$ cat src/rtl/fifo_rd_stream_if.sv
// Bundle of the FIFO read-port and output-stream signals of fifo_rd_stream.
// master is the streamer's view, slave is the FIFO/consumer side.
interface fifo_rd_stream_if #(
  parameter int WIDTH = 8
);
  logic             rd_en;
  logic [WIDTH-1:0] rd_data;
  logic             rd_empty;
  logic [WIDTH-1:0] out_data;
  logic             out_valid;
  logic             out_ready;
  logic [15:0]      out_cnt;

  modport master (
    output rd_en,
    input  rd_data,
    input  rd_empty,
    output out_data,
    output out_valid,
    input  out_ready,
    output out_cnt
  );

  modport slave (
    input  rd_en,
    output rd_data,
    output rd_empty,
    input  out_data,
    input  out_valid,
    output out_ready,
    input  out_cnt
  );
endinterface

$ cat src/rtl/fifo_rd_stream.sv
// Turns a 1-cycle-latency FIFO read port into a valid/ready stream through a
// 2-entry in-order skid buffer, counting completed transfers.
module fifo_rd_stream #(
  parameter int WIDTH = 8
) (
  input  logic               clk,
  input  logic               rst,
  fifo_rd_stream_if.master   bus
);

  typedef enum logic [1:0] {
    OCC_EMPTY = 2'd0,
    OCC_ONE   = 2'd1,
    OCC_TWO   = 2'd2
  } occ_e;

  occ_e             occ_q;
  logic             inflight_q;
  logic [WIDTH-1:0] head_q;
  logic [WIDTH-1:0] tail_q;
  logic [15:0]      cnt_q;

  logic             pop_s;
  logic             capture_s;
  logic [1:0]       pending_s;
  logic             rd_en_s;

  // Pop/capture decode and read request; pending_s is the buffer load after this edge minus new reads.
  always_comb begin
    pop_s     = (occ_q != OCC_EMPTY) & bus.out_ready;
    capture_s = inflight_q;
    pending_s = occ_q + {1'b0, inflight_q} - {1'b0, pop_s};
    rd_en_s   = ~rst & ~bus.rd_empty & (pending_s < 2'd2);
  end

  // Occupancy FSM with head/tail storage, in-flight tracking and transfer count.
  always_ff @(posedge clk) begin
    if (rst) begin
      occ_q      <= OCC_EMPTY;
      inflight_q <= 1'b0;
      head_q     <= '0;
      tail_q     <= '0;
      cnt_q      <= 16'd0;
    end else begin
      inflight_q <= rd_en_s;
      if (pop_s) begin
        cnt_q <= cnt_q + 16'd1;
      end
      case (occ_q)
        OCC_EMPTY: begin
          if (capture_s) begin
            head_q <= bus.rd_data;
            occ_q  <= OCC_ONE;
          end
        end
        OCC_ONE: begin
          if (capture_s && pop_s) begin
            head_q <= bus.rd_data;
          end else if (capture_s) begin
            tail_q <= bus.rd_data;
            occ_q  <= OCC_TWO;
          end else if (pop_s) begin
            // head reads zero whenever the buffer is empty
            head_q <= '0;
            occ_q  <= OCC_EMPTY;
          end
        end
        OCC_TWO: begin
          // a capture here always coincides with a pop: rd_en is withheld at full load
          if (pop_s) begin
            head_q <= tail_q;
            if (capture_s) begin
              tail_q <= bus.rd_data;
            end else begin
              occ_q <= OCC_ONE;
            end
          end
        end
        default: begin
          occ_q  <= OCC_EMPTY;
          head_q <= '0;
        end
      endcase
    end
  end

  assign bus.rd_en     = rd_en_s;
  assign bus.out_data  = head_q;
  assign bus.out_valid = (occ_q != OCC_EMPTY);
  assign bus.out_cnt   = cnt_q;

endmodule

$ cat src/flat_wrapper.sv
// flat-port wrapper written by rule: the top's interface ports become plain ports
module fifo_rd_stream_flat 
#(
  parameter int WIDTH = 8
)
  (clk, rst, bus_rd_en, bus_rd_data, bus_rd_empty, bus_out_data, bus_out_valid, bus_out_ready, bus_out_cnt);
  fifo_rd_stream_if #(.WIDTH(WIDTH)) bus_i ();
  input  logic clk;
  input  logic rst;
  output wire logic [$bits(bus_i.rd_en)-1:0] bus_rd_en;
  input wire logic [$bits(bus_i.rd_data)-1:0] bus_rd_data;
  input wire logic [$bits(bus_i.rd_empty)-1:0] bus_rd_empty;
  output wire logic [$bits(bus_i.out_data)-1:0] bus_out_data;
  output wire logic [$bits(bus_i.out_valid)-1:0] bus_out_valid;
  input wire logic [$bits(bus_i.out_ready)-1:0] bus_out_ready;
  output wire logic [$bits(bus_i.out_cnt)-1:0] bus_out_cnt;
  assign bus_rd_en = bus_i.rd_en;
  assign bus_i.rd_data = bus_rd_data;
  assign bus_i.rd_empty = bus_rd_empty;
  assign bus_out_data = bus_i.out_data;
  assign bus_out_valid = bus_i.out_valid;
  assign bus_i.out_ready = bus_out_ready;
  assign bus_out_cnt = bus_i.out_cnt;
  fifo_rd_stream #(.WIDTH(WIDTH)) u_core (.clk(clk), .rst(rst), .bus(bus_i));
endmodule
$ cat config.mk
export PLATFORM = sky130hd
export DESIGN_NAME = fifo_rd_stream_flat
export DESIGN_NICKNAME = d
export VERILOG_FILES = /design/src/rtl/fifo_rd_stream_if.sv /design/src/rtl/fifo_rd_stream.sv /design/src/flat_wrapper.sv
export SDC_FILE = /design/constraint.sdc
export NUM_CORES = 1
export LEC_CHECK = 0
export BUFFER_PORTS_ARGS = -buffer_cell sky130_fd_sc_hd__buf_2
export CORE_MARGIN = 3
export CORE_UTILIZATION = 40
export CTS_CLUSTER_SIZE = 24
export DETAILED_ROUTE_END_ITERATION = 12
export MAX_ROUTING_LAYER = met4
export PLACE_DENSITY = 0.73
export SLEW_MARGIN = 20
export SYNTH_ARGS = -nofsm -noshare
export SYNTH_HDL_FRONTEND = slang
export SYNTH_SLANG_ARGS = --single-unit
$ cat constraint.sdc
create_clock -name clk -period 2.8 [get_ports clk]
set_input_delay 0.42 -clock clk [delete_from_list [all_inputs] [get_ports clk]]
set_output_delay 0.42 -clock clk [all_outputs]
set_load 0.01 [all_outputs]
==> flow_summary.yaml, run 1 <==
routing:
  drt.antenna.violating_nets: 0
  drtIter0Drc: 67
  viasPerCell: 5.34
  wire_per_inst_um: 13.2
  routed_wl_mm: 3.67
  num_vias: 1478
  drc_errors: 0
  first_pass_iters: 6
yosys:
  muxShareOfSynthArea: 0.0981
  synthAdderAreaFrac: 0.0433
  synth_fp_nets: 214
  async_flop_share: 0
  synth_edf_count: 0
  yosys_register_bits: 35
  synth_ff_type: "dfxtp_1"
  ys_seq_area_frac: 0.404
  yosysWarningCount: 0
  yosys.cell_types.count: 38
  syn_area_per_cell_um2: 8.85
  synth_top_family_by_area: "simple AND/OR/NAND/NOR gates"
  synthXorXnorAreaFrac: 0.0505
  synthSimpleGateAreaFrac: 0.219
  syn-instance-count: 196
  synth_compound_area_frac: 0.136
  synth_area_mm2: 0.00173
sta:
  tns_ns: 0
  tightestPinTransition_ns: 0.495
  post-route-period-util: 0.876
  fmax_mhz: 408
  slew_viol_final: 0
  slew_headroom: 0.670
  finalSetupViolations: 0
  finalWorstSetupSlack_ns: 0.348
  skew_ns: 0.00233
  rsz0062_at_grt: "false"
  hold_viol: 0
  period_needed_ns: 2.45
worst_setup_path:
  crit_family: "adder cells"
  critical_path_required_ns: 2.38
  crit_chain: "inv_1, ha_1, nor2b_1, buf_4, ha_1, nor2b_1, xnor2_1, nor3_1, buf_2"
  slowest_stage: "dfxtp_1"
  crit_path_start_kind: "register"
  worstPathMaxFanout: 6
  crit_path_max_incr_delay_ns: 0.43
  path_buf_inv: 3
  worstSetupPathType: "reg2out"
  crit_arrival_ns: 2.03
  end_kind: "primary output"
die:
  pin_count: 38
  row_count: 23
  die_h_um: 71.8
  core_mm2: 0.00409
  initial_core_util: 0.424
  die_area_mm2: 0.00516
  dieWidth_um: 71.8
cts:
  h-tree-depth: 2
  cts_hold_buf: 0
  cts_num_sinks: 35
  cts_tree: "yes"
  postCtsSetupBuffers: 0
  cts.repair.resized: 0
  clkLatencyLatePin_ns: 0.28
  numCtsBuffers: 5
  cts-root-buf: "clkbuf_8"
  clock_path_buffers: 2
  clk_pin_slew_ns: 0.06
placement:
  hpwlAfterDp_mm: 2.57
  gp_congestion: 0.829
  portBuffers: 37
  preCtsSetupSlack_ns: 0.614
power:
  power_mw: 1.28
  leakage_nw: 0.816
  irDropWorstVdd_uv: 337
  power.density_mw_per_mm2: 635
global_route:
  grt_first_pass_wirelength_mm: 6.14
  grt_start_max_net_pins: 37
  grt.total_usage: 0.153
  grt-ovfl-total: 0
  grt_antenna_before_repair: 0
  grt_pass1_vias: 1370
finish:
  diodes: 0
  final_layout_size_suffix_gt1_frac: 0.207
  area_growth_syn_to_layout_pct: 15.7
  fin_nets: 246
min_path:
  hp-class: "in2reg"
flow_run:
  cap_violations: 0
outcome:
  status: "completed"
==> cells in the final DEF, fill, tap and decap left out, drive strengths merged <==
cell type	n
or3b	1
a22o	1
o2111a	1
nand3b	2
xor2	5
o21bai	1
a311oi	1
mux2i	17
nand3	4
clkbuf	6
and3	1
dfxtp	35
o31ai	2
nor4	1
and4b	1
or2	1
nor2	26
and4	1
or4	2
nand4	11
inv	4
o21ai	6
buf	40
nor2b	3
xnor2	5
a22oi	8
a21o	1
nand2	9
a21oi	16
a211oi	1
nor3	3
ha	6
or3	5
==> state kept, by name (all words and copies together) (netlist names) <==
register,flops
u_core.occ_q,2
u_core.capture_s,1
u_core.bus.out_cnt,16
u_core.bus.out_data,8
u_core.tail_q,8
==> per-layer routing <==
metal	share of wire	global-route usage	wire length, um	vias up
met5	0	-	0	-
met4	0.013	0.0501	48	0
met3	0.033	0.0309	120	4
met2	0.47	0.249	1710	27
met1	0.49	0.191	1790	689
li1	-	-	-	758
==> cell usage after synthesis (all sizes together) (2+ instances only) <==
| library cell | n | area (um2) |
|---|---|---|
| nor2 | 26 | 97.6 |
| xnor2 | 5 | 43.8 |
| inv | 4 | 15.0 |
| nor3 | 3 | 15.0 |
| nand3b | 2 | 27.5 |
| mux2i | 17 | 170 |
| ha | 6 | 75.1 |
| a22oi | 8 | 60.1 |
| a21oi | 16 | 80.1 |
| xor2 | 5 | 43.8 |
| or4 | 2 | 15.0 |
| or3 | 5 | 31.3 |
| nand3 | 4 | 25.0 |
| nand4 | 11 | 68.8 |
| buf | 10 | 51.3 |
| o31ai | 2 | 15.0 |
| nor2b | 3 | 18.8 |
| clkbuf | 5 | 18.8 |
| nand2 | 9 | 33.8 |
| o21ai | 6 | 30.0 |
| dfxtp | 35 | 701 |
==> power by group <==
part           total (mW)  switching, mW  internal, mW
registers           0.575         0.0328         0.543
clock network       0.329          0.163         0.166
logic               0.371          0.205         0.166
total                1.28          0.401         0.875
==> cell families (layout without fill, tap and decap cells) <==
| logic type | count (synthesis) | count (layout) |
|---|---|---|
| AO/OA/AOI/OAI | 38 | 38 |
| flip-flops | 35 | 35 |
| buffers and inverters | 19 | 50 |
| XOR/XNOR | 10 | 10 |
| multiplexers | 17 | 17 |
| AND/OR/NAND/NOR | 71 | 71 |
| adder cells (fa/ha/maj) | 6 | 6 |
==> worst reg2reg max path, stage by stage (launching register included) <==
cell and delay (ns):
dfxtp_1 0.43, inv_1 0.10, ha_1 0.20, buf_4 0.18, nand3b_4 0.17, or2_1 0.35, or4_1 0.49, a21oi_1 0.15
==> per-stage QoR <==
stage / cell area [um2] / hold WS, ns / cells / utilization
floorplan: 1730 / 0.461 / 196 / -
global placement: 1930 / 0.462 / 271 / 0.473
detailed placement: 1930 / 0.475 / 271 / 0.473
CTS: 2010 / 0.313 / 277 / 0.491
global route: 2010 / 0.317 / 277 / 0.491
finish: 2010 / 0.314 / 277 / 0.491
==> worst paths after layout <==
kind / start / end / slack, ns / cells after the start
setup / recovery: u_core.occ_q[1] / bus_rd_en / 0.35 / 9
hold / removal: bus_rd_empty / u_core.capture_s / 0.31 / 2
setup reg to reg: u_core.occ_q[1] / u_core.bus.out_cnt[13] / 0.67 / 7
hold reg to reg: u_core.bus.out_cnt[15] / u_core.bus.out_cnt[15] / 0.48 / 2
==> area by class of cell <==
class,instances,area [um2]
Fill cell,397,2080
Multi-Input combinational cell,142,948
Sequential cell,35,701
Timing Repair Buffer,40,208
Clock buffer,6,72.6
Tap cell,50,62.6
Inverter,4,15.0
No activity file was read; power rests on OpenSTA's default activity.
==> run 2, diff against run 1 <==
--- a/config.mk
+++ b/config.mk
@@ -11,7 +11,7 @@
 export CTS_CLUSTER_SIZE = 24
 export DETAILED_ROUTE_END_ITERATION = 12
 export MAX_ROUTING_LAYER = met4
-export PLACE_DENSITY = 0.73
+export SETUP_SLACK_MARGIN = 0.3
 export SLEW_MARGIN = 20
 export SYNTH_ARGS = -nofsm -noshare
 export SYNTH_HDL_FRONTEND = slang
==> run 2 against run 1 <==
Global-route usage barely moved; die area is the same; clock skew rose by 0.0049 ns; largest cell class unchanged.
==> flow_summary.yaml, run 2 (synthesized netlist as in run 1, its figures left out) <==
outcome:
  status: "completed"
worst_setup_path:
  worstReg2RegStart: "u_core.occ_q[0]"
  crit_arrival_ns: 1.86
  crit_path_max_incr_delay_ns: 0.36
  path_buf_inv: 2
  end_kind: "primary output"
  crit_chain: "inv_1, ha_4, nor2b_2, ha_1, nor2b_1, xnor2_1, nor3_1, buf_2"
  crit_path_start_kind: "register"
  slowest_stage: "dfxtp_1"
  worstPathMaxFanout: 14
  crit_family: "adder cells"
  worstSetupPathType: "reg2out"
  critical_path_required_ns: 2.38
  worstSetupStartpoint: "u_core.occ_q[0]"
finish:
  fin_nets: 245
  largest_register_ffs: 16
  diodes: 0
  layout_common_cells: "37 x buf_2, 34 x dfxtp_1, 26 x nor2_1"
  fin_area_mm2: 0.00202
  area_growth_syn_to_layout_pct: 16.2
  final_common_cell: "buf_2"
  final_layout_size_suffix_gt1_frac: 0.217
global_route:
  grt_pass1_vias: 1316
  grt-ovfl-total: 0
  grt_start_max_net_pins: 36
  grt_antenna_before_repair: 0
  grt.total_usage: 0.153
  grt_first_pass_wirelength_mm: 6.09
sta:
  period_needed_ns: 2.28
  finalWorstSetupSlack_ns: 0.523
  slew_headroom: 0.652
  finalSetupViolations: 0
  rsz0062_at_grt: "false"
  post-route-period-util: 0.813
  hold_viol: 0
  tightestPinTransition_ns: 0.522
  tns_ns: 0
  fmax_mhz: 439
  skew_ns: 0.00725
  slew_viol_final: 0
power:
  switching_power_uw: 403
  p_int_uw: 882
  irDropWorstVdd_uv: 317
  swShare: 0.314
  power_mw: 1.28
  p_comb_frac: 0.294
  seqPwrFrac: 0.447
  leakage_nw: 0.814
  power.density_mw_per_mm2: 637
  clkPwrFrac: 0.259
cts:
  postCtsSetupBuffers: 0
  h-tree-depth: 2
  clock_path_buffers: 2
  clk_pin_slew_ns: 0.07
  cts_tree: "yes"
  cts_num_sinks: 35
  clkLatencyLatePin_ns: 0.28
  cts-root-buf: "clkbuf_8"
  numCtsBuffers: 5
routing:
  routed_wl_mm: 3.69
  first_pass_iters: 4
  drtIter0Drc: 63
  viasPerCell: 5.34
  wire_per_inst_um: 13.4
  num_vias: 1475
  drt.antenna.violating_nets: 0
  drc_errors: 0
min_path:
  hp-class: "in2reg"
  min_from: "bus_rd_empty"
die:
  pin_count: 38
  initial_core_util: 0.424
  core_mm2: 0.00409
  dieWidth_um: 71.8
  row_count: 23
  die_area_mm2: 0.00516
  die_h_um: 71.8
placement:
  hpwlAfterDp_mm: 2.52
  portBuffers: 37
  gp_congestion: 0.745
  preCtsSetupSlack_ns: 0.533
  placed_cell_area_mm2: 0.00193
flow_run:
  cap_violations: 0
[run 2: cell count changes in the layout (fill, tap and decap cells not counted)]
cell / change
buf_4: -1
dfxtp_1: -1
dfxtp_2: +1
ha_1: -1
ha_4: +1
nor2b_1: -1
nor2b_2: +1
[run 2: repair_timing]
item	in CTS	in global routing
gates resized for setup	1	3
hold buffers	0	0
endpoints found under the setup margin	1	1
[run 2: worst paths after layout]
check                                 to  slack (ns)  cells after the start
setup / recovery               bus_rd_en        0.52                      8
hold / removal          u_core.capture_s        0.31                      2
setup reg to reg         u_core.occ_q[0]        0.82                      6
hold reg to reg   u_core.bus.out_data[6]        0.49                      2
[run 2: area by class of cell]
cell class	count	area, um2
fill	415	2070
multi-input combinational	142	963
sequential	35	702
timing repair buffer	39	200
clock buffer	6	72.6
tap	50	62.6
inverter	4	15.0
[run 2: power groups by stage]
stage | clock network (mW) | registers, mW | logic, mW
floorplan | 0 | 0.591 | 0.265
global placement | 0 | 0.585 | 0.364
detailed placement | 0 | 0.585 | 0.365
CTS | 0.347 | 0.574 | 0.367
global route | 0.362 | 0.582 | 0.419
finish | 0.333 | 0.575 | 0.378
[run 2: metal layers]
metal / vias to the layer above / GRT usage / part of all wire
met2: 35 / 0.230 / 0.43
met3: 4 / 0.0463 / 0.059
li1: 759 / - / -
met4: 0 / 0.0522 / 0.012
met1: 677 / 0.196 / 0.50
met5: - / - / 0
[run 2: through the flow]
stage	cells	hold slack, ns	utilization
after floorplan	196	0.461	-
after global placement	270	0.469	0.472
after detailed placement	270	0.481	0.472
after CTS	276	0.301	0.490
after global routing	276	0.295	0.493
final	276	0.312	0.493
